[src/rtl/mem_arb_pkg.sv]
// Shared types and sizing helpers for the round-robin memory arbiter.
package mem_arb_pkg;

    typedef enum logic [1:0] {
        ST_IDLE  = 2'd0,
        ST_ISSUE = 2'd1,
        ST_WAIT  = 2'd2,
        ST_DONE  = 2'd3
    } arb_state_e;

    // Width of a counter or index covering values 0 .. n-1 (never below 1 bit).
    function automatic int cnt_width(input int n);
        return (n < 2) ? 1 : $clog2(n);
    endfunction

endpackage

[src/rtl/mem_rr_arbiter_rr_grant.sv]
// Combinational round-robin picker: first requester after last_grant_i, wrapping.
module rr_grant #(
    parameter int NUM_REQ = 4,
    parameter int IDX_W   = 2
) (
    input  logic [NUM_REQ-1:0] req_i,
    input  logic [IDX_W-1:0]   last_grant_i,
    output logic [IDX_W-1:0]   grant_o,
    output logic               any_req_o
);

    always_comb begin
        int               idx;
        logic [IDX_W-1:0] sel;
        grant_o   = '0;
        any_req_o = 1'b0;
        idx       = 0;
        sel       = '0;
        // Walk last_grant+1 .. last_grant+NUM_REQ so the previous winner is checked last.
        for (int i = 1; i <= NUM_REQ; i++) begin
            idx = int'(last_grant_i) + i;
            if (idx >= NUM_REQ) begin
                idx = idx - NUM_REQ;
            end
            sel = IDX_W'(idx);
            if (!any_req_o && req_i[sel]) begin
                any_req_o = 1'b1;
                grant_o   = sel;
            end
        end
    end

endmodule

[src/rtl/mem_rr_arbiter.sv]
// Round-robin arbiter sharing one single-port memory between NUM_REQ requesters.
// Optional WAIT-state timeout enabled by defining MEM_ARB_TIMEOUT_EN.
module mem_rr_arbiter
    import mem_arb_pkg::*;
#(
    parameter int NUM_REQ        = 4,
    parameter int MEMORY_WIDTH   = 32,
    parameter int MEMORY_DEPTH   = 256,
    parameter int ADDRESS_WIDTH  = $clog2(MEMORY_DEPTH),
    parameter int TIMEOUT_CYCLES = 16
) (
    input  logic                              clk_i,
    input  logic                              rst_ni,
    input  logic [NUM_REQ-1:0]                req_valid_i,
    input  logic [NUM_REQ-1:0]                req_wr_i,
    input  logic [NUM_REQ*ADDRESS_WIDTH-1:0]  req_addr_i,
    input  logic [NUM_REQ*MEMORY_WIDTH-1:0]   req_wdata_i,
    output logic [NUM_REQ-1:0]                req_ready_o,
    output logic [MEMORY_WIDTH-1:0]           rsp_rdata_o,
    output logic                              rsp_err_o,
    output logic                              mem_valid_o,
    output logic                              mem_wr_rd_o,
    output logic [ADDRESS_WIDTH-1:0]          mem_addr_o,
    output logic [MEMORY_WIDTH-1:0]           mem_wdata_o,
    input  logic                              mem_ready_i,
    input  logic [MEMORY_WIDTH-1:0]           mem_rdata_i
);

    localparam int IDX_W = cnt_width(NUM_REQ);

    arb_state_e                 state_q;
    logic [IDX_W-1:0]           last_grant_q;
    logic [IDX_W-1:0]           grant_q;
    logic                       wr_q;
    logic [ADDRESS_WIDTH-1:0]   addr_q;
    logic [MEMORY_WIDTH-1:0]    wdata_q;
    logic [MEMORY_WIDTH-1:0]    rdata_q;
    logic                       mem_valid_q;
    logic [NUM_REQ-1:0]         req_ready_q;

    logic [IDX_W-1:0]           pick_idx;
    logic                       any_req;
    logic                       wr_d;
    logic [ADDRESS_WIDTH-1:0]   addr_d;
    logic [MEMORY_WIDTH-1:0]    wdata_d;
    logic                       timeout;

    rr_grant #(
        .NUM_REQ (NUM_REQ),
        .IDX_W   (IDX_W)
    ) u_rr_grant (
        .req_i        (req_valid_i),
        .last_grant_i (last_grant_q),
        .grant_o      (pick_idx),
        .any_req_o    (any_req)
    );

    always_comb begin
        wr_d    = req_wr_i[pick_idx];
        addr_d  = req_addr_i[int'(pick_idx)*ADDRESS_WIDTH +: ADDRESS_WIDTH];
        wdata_d = req_wdata_i[int'(pick_idx)*MEMORY_WIDTH +: MEMORY_WIDTH];
    end

`ifdef MEM_ARB_TIMEOUT_EN
    localparam int                CNT_W    = cnt_width(TIMEOUT_CYCLES);
    localparam logic [CNT_W-1:0]  CNT_LAST = CNT_W'(TIMEOUT_CYCLES - 1);

    logic [CNT_W-1:0] cnt_q;
    logic             err_q;

    // Counter reaches CNT_LAST on the TIMEOUT_CYCLES-th WAIT cycle.
    assign timeout = (cnt_q == CNT_LAST);

    always_ff @(posedge clk_i or negedge rst_ni) begin
        if (!rst_ni) begin
            cnt_q <= '0;
            err_q <= 1'b0;
        end else begin
            err_q <= 1'b0;
            if (state_q == ST_WAIT) begin
                cnt_q <= cnt_q + CNT_W'(1);
                if (!mem_ready_i && timeout) begin
                    err_q <= 1'b1;
                end
            end else begin
                cnt_q <= '0;
            end
        end
    end

    assign rsp_err_o = err_q;
`else
    assign timeout   = 1'b0;
    assign rsp_err_o = 1'b0;
`endif

    always_ff @(posedge clk_i or negedge rst_ni) begin
        if (!rst_ni) begin
            state_q      <= ST_IDLE;
            last_grant_q <= IDX_W'(NUM_REQ - 1);
            grant_q      <= '0;
            wr_q         <= 1'b0;
            addr_q       <= '0;
            wdata_q      <= '0;
            rdata_q      <= '0;
            mem_valid_q  <= 1'b0;
            req_ready_q  <= '0;
        end else begin
            mem_valid_q <= 1'b0;
            req_ready_q <= '0;
            case (state_q)
                ST_IDLE: begin
                    if (any_req) begin
                        grant_q      <= pick_idx;
                        last_grant_q <= pick_idx;
                        wr_q         <= wr_d;
                        addr_q       <= addr_d;
                        wdata_q      <= wdata_d;
                        mem_valid_q  <= 1'b1;
                        state_q      <= ST_ISSUE;
                    end
                end
                ST_ISSUE: begin
                    state_q <= ST_WAIT;
                end
                ST_WAIT: begin
                    // A memory response on the final WAIT cycle wins over the timeout.
                    if (mem_ready_i || timeout) begin
                        if (mem_ready_i && !wr_q) begin
                            rdata_q <= mem_rdata_i;
                        end
                        req_ready_q[grant_q] <= 1'b1;
                        state_q              <= ST_DONE;
                    end
                end
                ST_DONE: begin
                    state_q <= ST_IDLE;
                end
                default: begin
                    state_q <= ST_IDLE;
                end
            endcase
        end
    end

    assign req_ready_o = req_ready_q;
    assign rsp_rdata_o = rdata_q;
    assign mem_valid_o = mem_valid_q;
    assign mem_wr_rd_o = wr_q;
    assign mem_addr_o  = addr_q;
    assign mem_wdata_o = wdata_q;

endmodule
[config.mk]
export PLATFORM = sky130hd
export DESIGN_NAME = mem_rr_arbiter
export DESIGN_NICKNAME = d
export VERILOG_FILES = /design/src/rtl/mem_arb_pkg.sv /design/src/rtl/mem_rr_arbiter_rr_grant.sv /design/src/rtl/mem_rr_arbiter.sv
export SDC_FILE = /design/constraint.sdc
export NUM_CORES = 1
export LEC_CHECK = 0
export BUFFER_PORTS_ARGS = -buffer_cell sky130_fd_sc_hd__buf_2
export CORE_AREA = 2 2 110 112
export DETAILED_ROUTE_END_ITERATION = 8
export DIE_AREA = 0 0 112 114
export PLACE_DENSITY_LB_ADDON = 0.05
export SKIP_LAST_GASP = 1
export SLEW_MARGIN = 10
export SYNTH_ARGS = -nofsm -noshare
export SYNTH_HDL_FRONTEND = slang
export SYNTH_HIERARCHICAL = 1
export SYNTH_SLANG_ARGS = --single-unit
[constraint.sdc]
create_clock -name clk_i -period 2.5 [get_ports clk_i]
set_input_delay 0.125 -clock clk_i [delete_from_list [all_inputs] [get_ports clk_i]]
set_output_delay 0.125 -clock clk_i [all_outputs]
set_load 0.05 [all_outputs]
======== Word-level counts from Yosys, hierarchy flattened ========
Index checks and enable logic that the tools add are counted.
word-level totals
  input port bits ......................... 203
  flip-flop bits (word level) ............. 84
  logic and storage cells ................. 79
  output and inout bits ................... 79
cells by class
  multiplexer cells ....................... 31
  equality and inequality tests ........... 5
  magnitude comparators ................... 11
  shift-type cells ........................ 2
  $add $sub $neg .......................... 8
  reduce and logical (&&, ||, !) cells .... 13
operators with widths
  cell                                                                   count
  128-bit by 8-bit indexed part select with 32-bit output                1
  32-bit by 6-bit indexed part select with 8-bit output                  1
  2-bit two-way mux                                                      10
  2-bit by 3-bit < comparator with 1-bit output, second input constant   6
  1-bit two-way mux                                                      12
  1-bit binary-select mux with 2-bit select                              5
  3-bit >= comparator, second input constant                             3
  4-bit two-way mux                                                      2
  2-bit case mux with 4 select lines                                     1
  2-bit by 1-bit subtractor with 2-bit output, second input constant     4
  2-bit by 2-bit adder with 3-bit output, second input constant          2
  1-bit logical AND                                                      5
  2-bit by 3-bit adder with 4-bit output, second input constant          1
  2-bit == test, second input constant                                   2
  4-bit by 3-bit >= comparator with 1-bit output, second input constant  1
  1-bit logical NOT                                                      4
  2-bit inequality test, second input constant                           2
  2-bit AND reduction                                                    2
  2-bit by 1-bit adder with 3-bit output, second input constant          1
  3-bit AND reduction                                                    1
  1-bit demux with 2-bit select                                          1
  2-bit by 1-bit == test with 1-bit output, second input constant        1
  2-bit by 1-bit >= comparator with 1-bit output, second input constant  1
  2-bit logical NOT                                                      1

======== Longest topological paths before layout ========
  depth in word-level cells ............... 17
  mapped depth ............................ 8
  gate-level depth less buffers ........... 6

======== By module ========
Netlist, hierarchy kept.
by module, submodules not included
  module          times used  area an instance (um2)  sequential area each (um2)  cells an instance
  mem_rr_arbiter  1           4267.8                  2104.5                      338
  rr_grant        1           91.3                    0.0                         14

======== Worst setup path before layout ========
No wires, ideal clock.
  path kind ............................... register -> register
  start ................................... reg last_grant_q[1]
  end ..................................... reg wdata_q[16] (netlist: mem_wdata_o[16])
  cell stages (with the launch flop) ...... 7
  arrival time ............................ 1561 ps
  buffers on the path ..................... 2
  required time ........................... 2362 ps
  period minus slack after synthesis ...... 1699 ps
  setup time .............................. 138 ps
  slack ................................... 801 ps
  cell sequence ........................... dfstp_2 a31oi_1 a21oi_1 buf_2 buf_2 mux2i_1 o221ai_1
between the ends
  word-level cells in the longest chain between the ends .. 16
  elaborated cells on any way between the ends .. 40
  classes of those cells .................. 8 x add/sub; 4 x order compare; 1 x shift; 20 x mux; 7 x reduce/logical
RTL lines
  item                                                                                       line                                                          text
  start, declared                                                                            mem_rr_arbiter.sv:32                                          logic [IDX_W-1:0] last_grant_q;
  start signal, assigned                                                                     mem_rr_arbiter.sv:100                                         last_grant_q <= IDX_W'(NUM_REQ - 1);
  start signal, assigned                                                                     mem_rr_arbiter.sv:115                                         last_grant_q <= pick_idx;
  2-bit by 1-bit adder with 3-bit output                                                     mem_rr_arbiter_rr_grant.sv:21                                 idx = int'(last_grant_i) + i;
  3-bit >= comparator / 2-bit by 1-bit subtractor with 2-bit output (equally long branches)  mem_rr_arbiter_rr_grant.sv:22, mem_rr_arbiter_rr_grant.sv:23
  2-bit two-way mux                                                                          mem_rr_arbiter_rr_grant.sv:22                                 if (idx >= NUM_REQ) begin
  1-bit binary-select mux with 2-bit select                                                  mem_rr_arbiter_rr_grant.sv:26                                 if (!any_req_o && req_i[sel]) begin
  1-bit two-way mux (implied by the code)                                                    mem_rr_arbiter_rr_grant.sv:26
  1-bit two-way mux                                                                          mem_rr_arbiter_rr_grant.sv:26
  1-bit logical NOT                                                                          mem_rr_arbiter_rr_grant.sv:26
  1-bit logical AND                                                                          mem_rr_arbiter_rr_grant.sv:26
  1-bit two-way mux                                                                          mem_rr_arbiter_rr_grant.sv:26
  1-bit logical NOT                                                                          mem_rr_arbiter_rr_grant.sv:26
  1-bit logical AND                                                                          mem_rr_arbiter_rr_grant.sv:26
  1-bit two-way mux                                                                          mem_rr_arbiter_rr_grant.sv:26
  1-bit logical NOT                                                                          mem_rr_arbiter_rr_grant.sv:26
  1-bit logical AND                                                                          mem_rr_arbiter_rr_grant.sv:26
  2-bit two-way mux (*)                                                                      mem_rr_arbiter_rr_grant.sv:26
  named net pick_idx[1]                                                                      mem_rr_arbiter.sv:41                                          logic [IDX_W-1:0] pick_idx;
  128-bit by 8-bit indexed part select with 32-bit output (*)                                mem_rr_arbiter.sv:61                                          wdata_d = req_wdata_i[int'(pick_idx)*MEMORY_WIDTH +: MEMORY_WIDTH];
  end signal, assigned                                                                       mem_rr_arbiter.sv:118                                         wdata_q <= wdata_d;
  end, declared                                                                              mem_rr_arbiter.sv:36                                          logic [MEMORY_WIDTH-1:0] wdata_q;
The timed path passes the listed nets; every way through them passes the cells marked *. The select of a mux whose other input is x is not followed.
A chain may end at the register's enable or synchronous reset.

======== Worst setup path after layout ========
  start ................................... reg last_grant_q[1]
  end ..................................... reg wdata_q[15] (netlist: mem_wdata_o[15])
The elaborated chain is that of the path after synthesis.

==> metrics.log <==
INFO  metric run_status = complete, no violations
INFO  metric routed_wirelength = 12.60 mm
INFO  metric starting_density = 37.22%
INFO  metric core_region_area = 0.01171 mm^2
INFO  metric synth_compound_gate_area_share = 9.644%
INFO  metric clock_skew = 0.007540 ns
INFO  metric cts-root-buf = sky130_fd_sc_hd__clkbuf_16
INFO  metric layout-drive-gt1-share = 55.38%
INFO  metric worst-slew-pin-transition = 0.5059 ns
INFO  metric x_dimension_of_the_die = 112 um
INFO  metric final_max_slew_viol_count = 0
INFO  metric antenna_left = 0
INFO  metric number_of_enable_type_register_cells_in_the_synthesized_netlist = 0
INFO  metric ys_dominant_reg_cell = sky130_fd_sc_hd__dfrtp_1
INFO  metric holdBufCountCts = 1
INFO  metric floorplan.io_pins = 282
INFO  metric cpMaxStageDelayCell = sky130_fd_sc_hd__dfstp_2
INFO  metric antenna_cells_inserted = 0
INFO  metric clock_path_buffers = 2
INFO  metric worst_ep_required_time = 2.69 ns
INFO  metric gp_routability_congestion = 0.7936
INFO  metric mappedNetlistArea = 0.004359 mm^2
INFO  metric rsz0062_at_grt = false
INFO  metric slew_headroom = 66.27%
INFO  metric stdcell_count = 779
INFO  metric detailed_place_hpwl = 9.436 mm
INFO  metric tritoncts_num_sinks = 84
INFO  metric worst_hold_path_type = input port to register
INFO  metric synth_common_cells = sky130_fd_sc_hd__mux2i_1 (83), sky130_fd_sc_hd__dfrtp_1 (82), sky130_fd_sc_hd__nand2_1 (51)
INFO  metric vias = 3841
INFO  metric post_synth.cell_area_avg = 12.38 um^2
INFO  metric max_freq = 490.5 MHz
INFO  metric yosysMostFrequentCell = sky130_fd_sc_hd__mux2i_1
INFO  metric syn-num-nets = 558
INFO  metric antenna_found_initial = 0
INFO  metric cts_repair_resize_count = 0
INFO  metric cellLeakagePower = 3.449 nW
INFO  metric worst_hold_startpoint = mem_rdata_i[2]
INFO  metric post-route-drc-count = 0
INFO  metric max-cap-violations = 0
INFO  metric grt_first_pass_wirelength = 19.89 mm
INFO  metric avgRoutedWirePerCell = 16.18 um
INFO  metric viasPerCell = 4.931
INFO  metric main_combinational_cell_family_by_area_after_synthesis = multiplexers
INFO  metric worstSetupPathType = register to register
INFO  metric yosys_register_bits = 84
INFO  metric cp_dominant_cell_by_count = sky130_fd_sc_hd__buf_4
INFO  metric placed_cells_incl_taps = 762
INFO  metric grt_start_max_net_pins = 85
INFO  metric critPathBufInv = 2
INFO  metric holdPathEnd = rsp_rdata_o[2]
INFO  metric drt_first_iter_violations = 203
INFO  metric yosys-mux-area-fraction = 30.17%
INFO  metric ys.warnings.count = 6
INFO  metric fin_tns_setup = 0 ns
INFO  metric die-area = 0.01277 mm^2
INFO  metric die_height = 114 um
INFO  metric floorplan.rows = 40
INFO  metric yosys.area.top_type_share = 47.07%
INFO  metric period_share = 81.55%
INFO  metric p_total = 0.009246 W
INFO  metric power_density = 1482 mW/mm^2
INFO  metric synth_cells = 352
INFO  metric max-vdd-ir-drop = 0.9935 mV
INFO  metric cpPeakStageDelay = 0.58 ns
INFO  metric share_of_synthesized_cell_area_in_full_adder_half_adder_and_majority_cells = 0.8611%
INFO  metric post_synth_xor_area_fraction = 0%
INFO  metric worst_path_arrival = 2.23 ns
INFO  metric finalWorstPathRequiredPeriod = 2.039 ns
INFO  metric start_kind = register
INFO  metric htree_levels = 3
INFO  metric post_cts.repair.setup_buffers = 0
INFO  metric setup.reg_to_reg.worst_slack = 0.46 ns
INFO  metric clk_pin_slew = 0.06 ns
INFO  metric async_flop_share = 100.0%
INFO  metric post_synth_and_or_nand_nor_area_fraction = 6.257%
INFO  metric worst_hold_path.num_cells = 2
INFO  metric port_buffers = 280
INFO  metric cts_buffers = 9
INFO  metric grt_pass1_vias = 3927
INFO  metric timing.final.setup_violations = 0
INFO  metric crit_family = buffers and inverters
INFO  metric cts_tree = done
INFO  metric critical_path.endpoint_type = register
INFO  metric netlist_top_cells_area = sky130_fd_sc_hd__dfrtp_1 (47%), sky130_fd_sc_hd__mux2i_1 (19%), sky130_fd_sc_hd__mux2_4 (10%)
INFO  metric firstDrtPassIters = 4
INFO  metric grt_usage = 19.56%
INFO  metric distinct_cell_type_count_after_synthesis = 30
INFO  metric reg_to_reg_end = mem_wdata_o[15]
INFO  metric regToRegStartpoint = last_grant_q[1]
INFO  metric ys_seq_area_share = 48.28%
INFO  metric timing.reg2reg.worst_path_depth = 6
INFO  metric yosysTopAreaCell = sky130_fd_sc_hd__dfrtp_1
INFO  metric crit_chain = a31oi_1, a21oi_4, buf_4, buf_4, mux2i_1, o221ai_1
INFO  metric finalHoldViolCount = 0
INFO  metric globalRoute.totalOverflow = 0
INFO  metric areaGrowthSynthToFinish = 43.11%
INFO  metric final_nets = 833
INFO  metric worstSkewPairLatency = 0.33 ns
INFO  metric crit_path_max_fanout = 27
[sequential cells by signal, summed over array words and instances (netlist names)]
signal        count
grant_q           2
req_ready_o       4
mem_wr_rd_o       1
state_q           2
last_grant_q      2
mem_addr_o        8
mem_valid_o       1
mem_wdata_o      32
rsp_rdata_o      32
[cell usage in the layout, fill, tap and decap left out]
| cell type | netlist | layout |
|---|---|---|
| sky130_fd_sc_hd__a21oi_1 | 3 | 2 |
| sky130_fd_sc_hd__a21oi_2 | 1 | 1 |
| sky130_fd_sc_hd__a21oi_4 | 0 | 1 |
| sky130_fd_sc_hd__a31oi_1 | 1 | 1 |
| sky130_fd_sc_hd__and2b_1 | 1 | 1 |
| sky130_fd_sc_hd__buf_12 | 3 | 4 |
| sky130_fd_sc_hd__buf_2 | 17 | 279 |
| sky130_fd_sc_hd__buf_4 | 1 | 7 |
| sky130_fd_sc_hd__bufinv_16 | 0 | 2 |
| sky130_fd_sc_hd__clkbuf_16 | 0 | 9 |
| sky130_fd_sc_hd__clkinv_2 | 0 | 1 |
| sky130_fd_sc_hd__clkinvlp_4 | 0 | 2 |
| sky130_fd_sc_hd__conb_1 | 1 | 1 |
| sky130_fd_sc_hd__dfrtp_1 | 82 | 82 |
| sky130_fd_sc_hd__dfstp_2 | 2 | 2 |
| sky130_fd_sc_hd__dlygate4sd3_1 | 0 | 1 |
| sky130_fd_sc_hd__ha_1 | 3 | 3 |
| sky130_fd_sc_hd__inv_1 | 5 | 5 |
| sky130_fd_sc_hd__inv_2 | 1 | 1 |
| sky130_fd_sc_hd__inv_6 | 0 | 2 |
| sky130_fd_sc_hd__mux2_2 | 3 | 3 |
| sky130_fd_sc_hd__mux2_4 | 30 | 30 |
| sky130_fd_sc_hd__mux2i_1 | 83 | 83 |
| sky130_fd_sc_hd__nand2_1 | 51 | 50 |
| sky130_fd_sc_hd__nand2_2 | 1 | 2 |
| sky130_fd_sc_hd__nand2b_1 | 4 | 3 |
| sky130_fd_sc_hd__nand2b_2 | 0 | 1 |
| sky130_fd_sc_hd__nand3_1 | 1 | 1 |
| sky130_fd_sc_hd__nor2_1 | 4 | 4 |
| sky130_fd_sc_hd__nor2b_1 | 1 | 1 |
| sky130_fd_sc_hd__nor3_1 | 2 | 2 |
| sky130_fd_sc_hd__o21ai_0 | 1 | 1 |
| sky130_fd_sc_hd__o221ai_1 | 41 | 41 |
| sky130_fd_sc_hd__o221ai_2 | 1 | 1 |
| sky130_fd_sc_hd__o32a_2 | 1 | 1 |
| sky130_fd_sc_hd__or2_2 | 0 | 1 |
[cell type report]
class / instances / area [um^2]
Timing Repair Buffer: 291 / 1539
Multi-Input combinational cell: 235 / 2066
Sequential cell: 84 / 2105
Clock buffer: 9 / 225.2
Clock inverter: 7 / 97.59
Inverter: 6 / 22.52
Tap cell: 147 / 183.9
Fill cell: 1054 / 5473
[layer usage]
| metal | share of wire, % | track usage, % |
|---|---|---|
| met1 | 41 | 24.39 |
| met2 | 51 | 34.34 |
| met3 | 7.0 | 4.782 |
| met4 | 0.98 | 4.878 |
| met5 | 0 | 0 |
[report_power, final]
| part | leakage, nW | internal [W] | switching, W |
|---|---|---|---|
| Sequential | 1.02 | 0.00205 | 0.000359 |
| Combinational | 2.27 | 0.00176 | 0.00364 |
| Clock | 0.152 | 0.000880 | 0.000556 |
[through the flow]
step                      area, um^2  hold slack, ns  setup WS, ns  utilization [%]
after global placement          5906          0.1986        0.5230            50.43
after floorplan                 4359         -0.1706        0.8008                -
final                           6238         0.02193        0.4612            53.27
after detailed placement        5906          0.2001        0.4584            50.43
after CTS                       6238         0.01361        0.4428            53.27
after global routing            6238         0.01232        0.3349            53.27
[worst max-delay path by stage]
stage / start / endpoint / cells after the start
5_1_grt: last_grant_q[1] / mem_wdata_o[15] / 6
3_3_place_gp: last_grant_q[1] / mem_wdata_o[15] / 6
3_5_place_dp: last_grant_q[1] / mem_wdata_o[15] / 6
2_1_floorplan: last_grant_q[1] / mem_wdata_o[16] / 6
4_1_cts: last_grant_q[1] / mem_wdata_o[15] / 6
6_report: last_grant_q[1] / mem_wdata_o[15] / 6
[cells by family (layout without fill, tap and decap cells)]
| kind of cell | count (synthesis) | after routing |
|---|---|---|
| buffers and inverters | 33 | 313 |
| AND/OR/NAND/NOR | 66 | 66 |
| adder cells (fa/ha/maj) | 3 | 3 |
| AO/OA/AOI/OAI | 49 | 49 |
| flip-flops | 84 | 84 |
| multiplexers | 116 | 116 |
| other | 1 | 1 |
Note: power is estimated with default switching activity, not from simulation.
